[config.mk]
export PLATFORM = sky130hd
export DESIGN_NAME = shift_rotate_arbiter
export DESIGN_NICKNAME = d
export VERILOG_FILES = /design/src/rtl/shift_rotate_pkg.sv /design/src/rtl/shift_rotate.sv /design/src/rtl/shift_rotate_arbiter_rr_arb.sv /design/src/rtl/shift_rotate_arbiter.sv
export SDC_FILE = /design/constraint.sdc
export NUM_CORES = 1
export LEC_CHECK = 0
export CORE_MARGIN = 2
export CORE_UTILIZATION = 41
export CTS_BUF_LIST = sky130_fd_sc_hd__clkbuf_2 sky130_fd_sc_hd__clkbuf_4 sky130_fd_sc_hd__clkbuf_8
export DETAILED_ROUTE_END_ITERATION = 10
export MAX_ROUTING_LAYER = met4
export PLACE_DENSITY = 0.67
export SLEW_MARGIN = 20
export SYNTH_ARGS = -nofsm -noshare
export SYNTH_HDL_FRONTEND = slang
export SYNTH_SLANG_ARGS = --single-unit
[constraint.sdc]
create_clock -name clk -period 5.1 [get_ports clk]
set_input_delay 0.765 -clock clk [delete_from_list [all_inputs] [get_ports clk]]
set_output_delay 0.765 -clock clk [all_outputs]
set_load 0.005 [all_outputs]
[src/rtl/shift_rotate_pkg.sv]
// Shared types and constants for the shift/rotate arbiter slice.
package shift_rotate_pkg;

  localparam int unsigned DATA_W = 32;
  localparam int unsigned AMT_W  = 5;

  localparam logic DIR_LEFT    = 1'b0;
  localparam logic DIR_RIGHT   = 1'b1;
  localparam logic TYPE_SHIFT  = 1'b0;
  localparam logic TYPE_ROTATE = 1'b1;

  typedef enum logic {
    EMPTY = 1'b0,
    FULL  = 1'b1
  } out_state_e;

  typedef struct packed {
    logic [DATA_W-1:0] data;
    logic [AMT_W-1:0]  amount;
    logic              dir;
    logic              typ;
  } sr_op_t;

endpackage

[src/rtl/shift_rotate.sv]
// Purely combinational 32-bit logical shift / rotate unit.
module shift_rotate
  import shift_rotate_pkg::*;
(
  input  sr_op_t            op,
  output logic [DATA_W-1:0] result_c
);

  logic [2*DATA_W-1:0] dbl;
  logic [DATA_W-1:0]   shl;
  logic [DATA_W-1:0]   shr;
  logic [DATA_W-1:0]   rotl;
  logic [DATA_W-1:0]   rotr;

  // Rotates take a window out of the operand concatenated with itself
  always_comb begin
    dbl  = {op.data, op.data};
    shl  = op.data << op.amount;
    shr  = op.data >> op.amount;
    rotl = DATA_W'(dbl >> (DATA_W - 32'(op.amount)));
    rotr = DATA_W'(dbl >> op.amount);
    result_c = shl;
    if (op.typ == TYPE_SHIFT) begin
      result_c = (op.dir == DIR_LEFT) ? shl : shr;
    end else if (op.typ == TYPE_ROTATE) begin
      result_c = (op.dir == DIR_RIGHT) ? rotr : rotl;
    end
  end

endmodule

[src/rtl/shift_rotate_arbiter_rr_arb.sv]
// Rotating-priority grant: first valid requester at or after ptr, wrapping.
module shift_rotate_rr_arb #(
  parameter int unsigned NUM_REQ = 4,
  parameter int unsigned ID_W    = $clog2(NUM_REQ)
) (
  input  logic [NUM_REQ-1:0] req_valid,
  input  logic [ID_W-1:0]    ptr,
  output logic [NUM_REQ-1:0] grant_c,
  output logic [ID_W-1:0]    grant_id_c,
  output logic               grant_valid_c
);

  logic [ID_W-1:0] idx;

  always_comb begin
    grant_c       = '0;
    grant_id_c    = '0;
    grant_valid_c = 1'b0;
    idx           = '0;
    for (int unsigned off = 0; off < NUM_REQ; off++) begin
      idx = ID_W'((32'(ptr) + off) % NUM_REQ);
      if (!grant_valid_c && req_valid[idx]) begin
        grant_valid_c = 1'b1;
        grant_id_c    = idx;
        grant_c[idx]  = 1'b1;
      end
    end
  end

endmodule

[src/rtl/shift_rotate_arbiter.sv]
// Round-robin sharing of one shift/rotate unit across NUM_REQ requesters,
// with a one-entry tagged response register drained under backpressure.
module shift_rotate_arbiter
  import shift_rotate_pkg::*;
#(
  parameter int unsigned NUM_REQ = 4,
  parameter int unsigned ID_W    = $clog2(NUM_REQ)
) (
  input  logic                      clk,
  input  logic                      rst,
  input  logic [NUM_REQ-1:0]        req_valid,
  output logic [NUM_REQ-1:0]        req_ready,
  input  logic [NUM_REQ*DATA_W-1:0] req_data,
  input  logic [NUM_REQ*AMT_W-1:0]  req_amount,
  input  logic [NUM_REQ-1:0]        req_dir,
  input  logic [NUM_REQ-1:0]        req_type,
  output logic                      rsp_valid,
  input  logic                      rsp_ready,
  output logic [DATA_W-1:0]         rsp_data,
  output logic [ID_W-1:0]           rsp_id
);

  out_state_e        state_q;
  out_state_e        state_d;
  logic [ID_W-1:0]   ptr_q;
  logic [NUM_REQ-1:0] grant;
  logic [ID_W-1:0]   grant_id;
  logic              grant_valid;
  logic              can_accept;
  logic              xfer;
  sr_op_t            op_sel;
  logic [DATA_W-1:0] sr_result;
  logic [DATA_W-1:0] rsp_data_q;
  logic [ID_W-1:0]   rsp_id_q;

  shift_rotate_rr_arb #(
    .NUM_REQ (NUM_REQ),
    .ID_W    (ID_W)
  ) u_arb (
    .req_valid     (req_valid),
    .ptr           (ptr_q),
    .grant_c       (grant),
    .grant_id_c    (grant_id),
    .grant_valid_c (grant_valid)
  );

  // Output-stage state register
  always_ff @(posedge clk) begin
    if (rst) begin
      state_q <= EMPTY;
    end else begin
      state_q <= state_d;
    end
  end

  // Next state; reset blocks acceptance so nothing is handshaken during rst
  always_comb begin
    state_d    = state_q;
    can_accept = 1'b0;
    xfer       = 1'b0;
    case (state_q)
      EMPTY:   can_accept = !rst;
      FULL:    can_accept = rsp_ready && !rst;
      default: can_accept = 1'b0;
    endcase
    xfer = grant_valid && can_accept;
    if (xfer) begin
      state_d = FULL;
    end else if ((state_q == FULL) && rsp_ready) begin
      state_d = EMPTY;
    end
  end

  assign req_ready = grant & {NUM_REQ{can_accept}};

  // Select the granted requester's payload
  always_comb begin
    op_sel = '0;
    for (int unsigned i = 0; i < NUM_REQ; i++) begin
      if (grant[i]) begin
        op_sel.data   = req_data[DATA_W*i +: DATA_W];
        op_sel.amount = req_amount[AMT_W*i +: AMT_W];
        op_sel.dir    = req_dir[i];
        op_sel.typ    = req_type[i];
      end
    end
  end

  shift_rotate u_shift_rotate (
    .op       (op_sel),
    .result_c (sr_result)
  );

  // Result register, tag and round-robin pointer advance on each transfer
  always_ff @(posedge clk) begin
    if (rst) begin
      ptr_q      <= '0;
      rsp_data_q <= '0;
      rsp_id_q   <= '0;
    end else if (xfer) begin
      rsp_data_q <= sr_result;
      rsp_id_q   <= grant_id;
      ptr_q      <= (grant_id == ID_W'(NUM_REQ - 1)) ? '0 : grant_id + ID_W'(1);
    end
  end

  assign rsp_valid = (state_q == FULL);
  assign rsp_data  = rsp_data_q;
  assign rsp_id    = rsp_id_q;

endmodule

**Word-level counts from Yosys, hierarchy flattened**

Index checks and enable logic that the tools add are counted.

- Logic and storage cells: 81
- Register bits after elaboration: 37

- Order comparisons: 8
- Equal/unequal tests: 1
- Shifts and indexed selects: 4
- Multiplexer cells: 39
- Bitwise gates (word level): 5
- $add $sub $neg: 5
- Reduce and logical (&&, ||, !) cells: 15

Operators with widths:

| operator | count |
|---|---|
| 39-bit 2-to-1 mux | 4 |
| 32-bit 2-to-1 mux | 3 |
| 64-bit by 32-bit >> shifter with 32-bit output | 1 |
| 64-bit by 5-bit >> shifter with 32-bit output | 1 |
| 32-bit by 5-bit left shift with 32-bit output | 1 |
| 32-bit by 5-bit >> shifter with 32-bit output | 1 |
| 4-bit 2-to-1 mux | 4 |
| 1-bit 2-to-1 mux | 14 |
| 2-bit by 3-bit < comparator with 1-bit output (second input constant) | 4 |
| 4-bit OR | 3 |
| 1-bit logical AND | 10 |
| 2-bit 2-to-1 mux | 5 |
| 1-bit binary-select mux with 2-bit select | 4 |
| 1-bit demux with 2-bit select | 4 |
| 2-bit by 1-bit greater-or-equal comparator with 1-bit output (second input constant) | 4 |
| 6-bit by 5-bit subtractor with 7-bit output (first input constant) | 1 |
| 2-bit by 1-bit adder with 2-bit output (second input constant) | 2 |
| 2-bit adder (second input constant) | 2 |
| 4-bit AND | 1 |
| 1-bit zero test | 4 |
| 2-bit == test (second input constant) | 1 |
| 1-bit case mux with 2 select lines | 1 |
| 2-bit nonzero test | 1 |
| 1-bit inverter | 1 |

**Logic depth before layout (Yosys ltp)**

- Depth in word-level cells: 20
- Mapped depth: 21

**Modules after synthesis**

Synthesis repeated with hierarchy kept, for this count alone.

- Cells, all modules: 1144
- Area, all modules: 9237.6 um2

Modules (own cells, without submodules):

| module | cells each | times used | area an instance (um2) |
|---|---|---|---|
| shift_rotate | 826 | 1 | 6313.6 |
| shift_rotate_arbiter | 273 | 1 | 2504.9 |
| shift_rotate_rr_arb | 45 | 1 | 419.2 |

**Least setup slack after synthesis**

Ideal clock, no wire load.

- Path kind: reg2reg
- Start point: register ptr_q[1]
- End point: register rsp_data_q[13] (netlist: rsp_data[13])
- Stages on the path, launching flop included: 18
- Period minus slack after synthesis: 4676 ps
- Slack: 424 ps
- Setup time: 59 ps
- Arrival time: 4618 ps
- Cells stage by stage: dfxtp_1 buf_2 inv_1 ha_1 buf_6 mux2_4 and3_1 a2111oi_4 o21bai_2 o311a_2 o22ai_1 a21oi_4 nor2_2 buf_6 mux2_4 mux4_2 a221oi_1 a22o_1

- Cells in the longest elaborated chain, start to end: 20
- Elaborated cells on any way between the ends: 61

Ends and longest elaborated chain:

| item | RTL line | text |
|---|---|---|
| from (decl) | shift_rotate_arbiter.sv:25 | `logic [ID_W-1:0] ptr_q;` |
| from (signal assigned) | shift_rotate_arbiter.sv:103 | `ptr_q <= (grant_id == ID_W'(NUM_REQ - 1)) ? '0 : grant_id + ID_W'(1);` |
| parallel branches: the longest is 20 deep, another holds 2-bit by 3-bit < comparator with 1-bit output | - |  |
| to (signal assigned) | shift_rotate_arbiter.sv:101 | `rsp_data_q <= sr_result;` |
| to (decl) | shift_rotate_arbiter.sv:33 | `logic [DATA_W-1:0] rsp_data_q;` |

Parallel ways; which one is timed is not known. The select of a mux whose other input is x is not followed.
A chain may end at the register's enable or synchronous reset.

==> summary.md <==
| Metric | Value |
|---|---|
| Mapped Area | `8860 um2` |
| Placed Area | `14,200 um2` |
| Initial antenna violation count | `0` |
| Syn-to-layout area delta | `64.5%` |
| Clock latency on the worst-skew pair | `about 0.3 ns` |
| Slew headroom | `around 49%` |
| Final min period | `5.09 ns` |
| Hpwl dp | `about 41 mm` |
| Post-synthesis sequential area ratio | `between 8 and 9%` |
| Initial Util | `42.0%` |
| Post-synth EDFFs | `0` |
| Synth area leader | `mux2i_1` |
| Clock root cell | `clkbuf_8` |
| Max Cap Viol | `0` |
| Yosys reg bits | `37` |
| Worst Skew | `approximately 0.0062 ns` |
| Layout cell share with drive strength beyond 1 | `between 30% and 40%` |
| GP Congestion | `about 1.1` |
| DR vias/cell | `between 6 and 7` |
| Clock-pin slew of the registers on the worst-case setup and hold paths | `about 0.080 ns` |
| Die W | `151 um` |
| Slew Limit Fails | `0` |
| First-pass detailed-route iteration total | `7` |
| Max Fclk | `slightly below 0.2 GHz` |
| Worst Hold Class | `reg -> reg` |
| Most frequent cells in the layout | `buf_4, clkdlybuf4s50_1, mux2i_1` |
| Largest cells by area after synthesis | `mux2i_1, dfxtp_1, nand2_1` |
| First-pass GRT wire length | `approximately 74 mm` |
| Overall routed net length | `~51 mm` |
| First DRT Iteration DRCs | `1,619` |
| Critical path type | `reg -> reg` |
| Clk buf depth | `2` |
| Design Area, Final | `~15,000 um2` |
| Clock net sink count | `37` |
| Largest net degree at the start of global routing | `37` |
| Gate count of the mapped netlist | `about 1,200` |
| Ys async rst share | `0%` |
| Critical path data arrival time | `around 5.3 ns` |
| Grt ovf | `0` |
| Final Net Count | `around 1,900` |
| N_diodes | `0` |
| Fin. Hold Viols | `0` |
| Total global-route track usage | `between 40% and 50%` |
| PortBufs | `201` |
| Core area | `between 20,000 and 25,000 um2` |
| Die Ht | `~150 um` |
| Synth Flop Type | `dfxtp_1` |
| Most common cell after layout, fill and taps aside | `buf_4` |
| Syn Area/Cell | `7.25 um2` |
| TritonCTS Buffers | `5` |
| CP max FO | `17` |
| Final Cycle Share | `between 90% and 100%` |
| # fillers | `approximately 1,700` |
| Net count after synthesis | `between 1,000 and 1,500` |
| Synth unique cells | `85` |
| Num rows | `53` |
| Number of H-tree levels | `2` |
| Vias | `13,200` |
| DRC viols | `0` |
| CTS tree | `yes` |
| Routed len/inst | `between 20 and 25 um` |
| CP Capture Type | `register` |
| Worst setup SP type | `register` |
| Vias in the first global route | `12,600` |
| Final core utilization | `between 60 and 70%` |
| Ports | `between 200 and 250` |
| Final setup vio count | `0` |
| YS warnings | `0` |
| Status | `completed` |
| Die area | `around 23,000 um2` |
| Worst Tran Pin Value | `0.765 ns` |
| Setup TNS | `0 ns` |
| Post-CTS Hold Fix Bufs | `0` |
| Critical path data required time | `5.26 ns` |
| Post-route ant nets | `0` |
| Yosys top cell area share | `19.1%` |
-- timing repair --
item / in CTS / in global routing
endpoints found under the setup margin: 16 / 32
pin swaps: 1 / 9
resized for setup: 7 / 37
cloned: 0 / 0
setup buffers: 3 / 11
-- metal layers --
metal	wire (um)	up-vias	GRT usage (%)
li1	-	5804	-
met1	19700	6163	54.7
met2	22200	1015	67.8
met3	5430	202	6.48
met4	3280	0	24.6
met5	0	-	-
-- worst paths after layout --
path	start	endpoint	slack [ns]	cells past startpoint
hold / removal	rsp_data[16]	rsp_data[16]	0.46	2
setup / recovery	register	rsp_data[1]	0.01	19
hold reg to reg	rsp_data[16]	rsp_data[16]	0.46	2
setup reg to reg	register	rsp_data[1]	0.01	19
-- worst max-delay path: stages, from the launching register on --
cell       delay (ns)
dfxtp_1          0.35
inv_2            0.11
ha_4             0.33
mux2_2           0.39
and3_1           0.23
a2111oi_4        0.40
buf_4            0.18
o21bai_2         0.13
o311a_4          0.41
o21a_2           0.24
buf_12           0.16
buf_4            0.16
mux2i_1          0.43
mux2_2           0.35
nor2_1           0.07
nor2_1           0.23
mux2i_1          0.17
a211oi_1         0.41
buf_4            0.18
a311oi_1         0.03
-- kinds of logic (layout without fill, tap and decap cells) --
| logic type | Yosys count | after routing | share of synthesized area, % |
|---|---|---|---|
| buffers and inverters | 124 | 661 | 7.13 |
| muxes | 218 | 218 | 26.9 |
| AOI/OAI and AO/OA | 397 | 397 | 33.8 |
| DFF | 37 | 37 | 8.36 |
| xor gates and xnor gates | 7 | 7 | 1.28 |
| and+or+nand+nor | 432 | 432 | 21.6 |
| adders and majority gates | 7 | 7 | 0.988 |
-- stage by stage --
stage | hold WS, ns | setup WS (ns) | cells
6_report | 0.458 | 0.0107 | 2034
5_1_grt | 0.484 | -0.0863 | 2034
3_5_place_dp | 0.444 | -0.634 | 2013
4_1_cts | 0.452 | -0.00863 | 2023
3_3_place_gp | 0.444 | -0.514 | 2013
2_1_floorplan | 0.446 | 0.424 | 1222
-- registers in the layout, summed over array words and instances, names as in the netlist, named ones only --
| register | count |
|---|---|
| ptr_q | 1 |
| rsp_valid | 1 |
| rsp_data | 32 |
| rsp_id | 2 |
-- cell type report --
cell class | instances | area [um2] | share of cell area, %
Sequential cell | 37 | 741 | 5.08
Clock buffer | 6 | 76.3 | 0.523
Inverter | 14 | 52.6 | 0.360
Clock inverter | 1 | 8.76 | 0.0601
Tap cell | 275 | 344 | 2.36
Multi-Input combinational cell | 1061 | 7740 | 53.1
Timing Repair Buffer | 640 | 5620 | 38.5
-- synth_stat cells, drive strengths merged (22+ instances only) --
library cell,n
a211oi,72
a21oi,80
a221oi,29
a31oi,23
and3,22
buf,74
clkbuf,36
dfxtp,37
mux2,34
mux2i,173
nand2,155
nand3,57
nor2,120
nor3,50
o21ai,48
Power is not shown: default switching activity piles up to over one toggle a cycle in this logic, so the estimate is an artifact.
